<file path="config.mk">
export PLATFORM = sky130hd
export DESIGN_NAME = processing_element
export DESIGN_NICKNAME = d
export VERILOG_FILES = /design/src/rtl/processing_element.sv
export SDC_FILE = /design/constraint.sdc
export NUM_CORES = 1
export LEC_CHECK = 0
export CAP_MARGIN = 20
export CORE_UTILIZATION = 65
export DETAILED_ROUTE_END_ITERATION = 8
export DONT_BUFFER_PORTS = 1
export GPL_TIMING_DRIVEN = 0
export PLACE_DENSITY = 0.91
export SLEW_MARGIN = 30
export SYNTH_ARGS = -nofsm -noshare
export SYNTH_HDL_FRONTEND = slang
export SYNTH_SLANG_ARGS = --single-unit
</file>
<file path="constraint.sdc">
create_clock -name i_clock -period 8.6 [get_ports i_clock]
set_input_delay 1.72 -clock i_clock [delete_from_list [all_inputs] [get_ports i_clock]]
set_output_delay 1.72 -clock i_clock [all_outputs]
set_load 0.02 [all_outputs]
</file>
<file path="src/rtl/processing_element.sv">
// rtl/processing_element.sv - multiply-accumulate cell with optional signed math and saturation
module processing_element #(
    parameter int BW       = 8,
    parameter int SIGNED   = 0,
    parameter int SATURATE = 0
) (
    input  logic            i_clock,
    input  logic            i_reset,
    input  logic [BW-1:0]   i_activation,
    input  logic [BW-1:0]   i_weight,
    output logic [2*BW-1:0] o_output
);

    localparam int AW = 2 * BW;

    logic [AW-1:0] act_ext;
    logic [AW-1:0] wgt_ext;
    logic [AW-1:0] product;
    logic [AW:0]   sum;
    logic          ovf;
    logic [AW-1:0] acc;
    logic [AW-1:0] acc_next;

    // Operands are widened to the accumulator width first, so the truncated
    // product is exact for both signed and unsigned interpretation.
    always_comb begin
        act_ext  = '0;
        wgt_ext  = '0;
        product  = '0;
        sum      = '0;
        ovf      = 1'b0;
        acc_next = '0;
        if (SIGNED != 0) begin
            act_ext = {{BW{i_activation[BW-1]}}, i_activation};
            wgt_ext = {{BW{i_weight[BW-1]}}, i_weight};
            product = act_ext * wgt_ext;
            sum     = {acc[AW-1], acc} + {product[AW-1], product};
            ovf     = sum[AW] ^ sum[AW-1];
        end else begin
            act_ext = {{BW{1'b0}}, i_activation};
            wgt_ext = {{BW{1'b0}}, i_weight};
            product = act_ext * wgt_ext;
            sum     = {1'b0, acc} + {1'b0, product};
            ovf     = sum[AW];
        end
        acc_next = sum[AW-1:0];
        // The guard bit carries the true sign of the sum on signed overflow.
        if ((SATURATE != 0) && ovf) begin
            if (SIGNED != 0) begin
                acc_next = sum[AW] ? {1'b1, {(AW-1){1'b0}}} : {1'b0, {(AW-1){1'b1}}};
            end else begin
                acc_next = '1;
            end
        end
    end

    always_ff @(posedge i_clock) begin
        if (!i_reset) begin
            acc <= '0;
        end else begin
            acc <= acc_next;
        end
    end

    assign o_output = acc;

endmodule

</file>
==> flow_summary.yaml <==
setup_path:
  worst_ep_arrival_time_ns: 5.67
  start_kind: "primary input"
  startpoint: "i_weight[1]"
  rr_startpoint: "o_output[6]$_SDFF_PN0_"
  cp-end-kind: "flip-flop"
  worst-path-max-fanout: 8
  worstSetupPathType: "in -> reg"
  cp_data_required_time_ns: 8.74
cells_and_area:
  postLayoutCoreUtil: 0.7055
  antenna_cells: 0
  areaGrowthSynthToFinish_pct: 4.041
  final_common_cell: "inv_1"
  largest_register_ffs: 16
  layout-drive-gt1-share: 0.02266
  fillers: 308
  mostFrequentLayoutCells: "100 x inv_1, 50 x fa_1, 40 x nand2_1, 38 x and2_1, 35 x ha_1"
  nNetsFinal: 457
grt:
  grt.overflow.total: 0
  gr-usage-all-layers: 0.2872
  antenna_found_initial: 0
  grt_pass1_vias: 2331
  grt_max_degree: 11
  grt_pass1_wl_microns: 10950
detailed_routing:
  wl_microns: 6234
  wl_per_cell_microns: 15.39
  drtAntennaViolNets: 0
  post-route-drc-count: 0
  wirelength_met1_microns: 2588
  dr_total_vias: 2226
  first_pass_iters: 4
  avgViaCountPerCell: 5.496
  wl_met2_microns: 3297
  dr_wl_met3_microns: 268
  drt_iter0_markers: 169
  dr.max_layer_used: "met4"
clocking:
  clkSinkCount: 16
  post_cts_buffers: 0
  clock_latency_ns: 0.25
  cts_hold_buffers: 0
  clkTransAtPathRegs_ns: 0.07
  ctsResizeCount: 0
  htreeDepth: 1
  tritoncts: "yes"
  cts_buffer_depth: 2
  cts_root_buf: "clkbuf_8"
  cts_buffers: 3
yosys:
  avgSynthCellArea_sq_um: 8.518
  synthesis.nets: 452
  synthArstFlopShare: 0
  ys_top_cells_by_area: "fa_1 34%, ha_1 15%, inv_1 13%"
  synth_ff_type: "dfxtp_1"
  synth_seq_cells: 16
  ys_types: 34
  yosys_warnings: 0
  yosysSeqAreaShare: 0.1077
  synth_edf_count: 0
  syn_inst: 349
  yosysTopAreaCell: "fa_1"
  netlist_area_sq_mm: 0.002973
  synth_top_cell_area_share: 0.3367
timing:
  finalSetupTns_ns: 0
  fin_crit_ns: 5.534
  final_max_slew_viol_count: 0
  hold_viol: 0
  max_freq_mhz: 180.7
  final.setup.worst_slack_ns: 3.066
  finClkSkew_ns: 0.0005645
  relSlewSlack: 0.7067
  rsz0062_at_grt: "no"
  whs_ns: 0.7470
  setup_viol: 0
  min_period_over_period: 0.6435
  worst_pin_slew_ns: 0.4372
worst_hold_path:
  min_from: "o_output[0]$_SDFF_PN0_"
  hp-class: "reg -> reg"
pwr:
  powerDensity_mw_per_mm2: 414.3
  finalPower_mw: 1.281
  irDropWorstVdd_mv: 0.4064
  power.leakage_nw: 1.674
die:
  die_w_microns: 69.63
  io_pins: 34
  core_area_sq_mm: 0.004384
  rows: 24
  start_util: 0.6781
  dieHeight_microns: 69.63
  die_area_sq_mm: 0.004848
placement:
  pre_cts_ws_ns: 2.835
  gp_congestion: 0.9721
  dp_hpwl_microns: 5379
  io_buffers: 0
outcome:
  outcome: "finished, final reports clean"
flow_run:
  cap_violations: 0
==> cell families after synthesis <==
group / share of synthesized area
fa+ha+maj: 0.4840
simple gates: 0.1726
buf+inv: 0.1351
xor+xnor: 0.02062
mux: 0.01010
flops: 0.1077
compound gates: 0.06987
==> routing by layer <==
| metal | GRT usage | vias to the layer above |
|---|---|---|
| met5 | 0 | - |
| met2 | 0.5027 | 63 |
| met1 | 0.3774 | 1106 |
| met4 | 0.08667 | 0 |
| met3 | 0.03052 | 10 |
| li1 | - | 1047 |
==> through the flow <==
stage / cell area (sq um) / std cells
4_1_cts: 3093 / 405
2_1_floorplan: 2973 / 349
5_1_grt: 3093 / 405
6_report: 3093 / 405
3_3_place_gp: 3038 / 401
3_5_place_dp: 3038 / 401
==> critical path, cell delays in order <==
cell and delay [ns]:
clkbuf_1 0.27, nand2_1 0.13, fa_1 0.51, inv_1 0.05, fa_1 0.50, inv_1 0.05
fa_1 0.49, fa_1 0.57, inv_1 0.04, ha_1 0.38, o211ai_1 0.13, a21o_1 0.20
a211oi_1 0.40, o31a_1 0.19, nor3_2 0.05
==> where the power goes <==
part / internal (mW) / total [mW] / switching (mW)
clock network: 0.0407 / 0.0692 / 0.0285
registers: 0.108 / 0.163 / 0.0550
logic: 0.444 / 1.05 / 0.605
==> layout make-up <==
cell class | instances | area (sq um) | area share
tap | 52 | 65.06 | 0.02104
sequential | 16 | 320.3 | 0.1036
clock buffer | 4 | 55.05 | 0.01780
buffer | 4 | 22.52 | 0.007282
multi-input combinational | 228 | 2251 | 0.7278
inverter | 101 | 379.1 | 0.1226
==> synthesized netlist by cell type (2+ instances only) <==
master    instances
nand2b_1          3
ha_1             35
fa_1             50
and3_1            2
xnor2_1           4
clkbuf_1          3
dfxtp_1          16
a21oi_1           9
nor3_1            4
a31oi_1           3
and2_1           38
nor2_1            9
inv_1           100
mux2i_1           3
a21o_1            5
o21ai_1           4
nand2_1          40
nor2b_1           2
xor2_1            3
a211oi_1          2
==> path summary, 6_finish.rpt <==
check | endpoint | slack [ns] | cells after the start
setup / recovery | o_output[15]$_SDFF_PN0_ | 3.07 | 15
hold / removal | o_output[0]$_SDFF_PN0_ | 0.75 | 2
setup reg to reg | o_output[15]$_SDFF_PN0_ | 4.33 | 14
hold reg to reg | o_output[0]$_SDFF_PN0_ | 0.75 | 2
No activity file was read; power rests on OpenSTA's default activity.
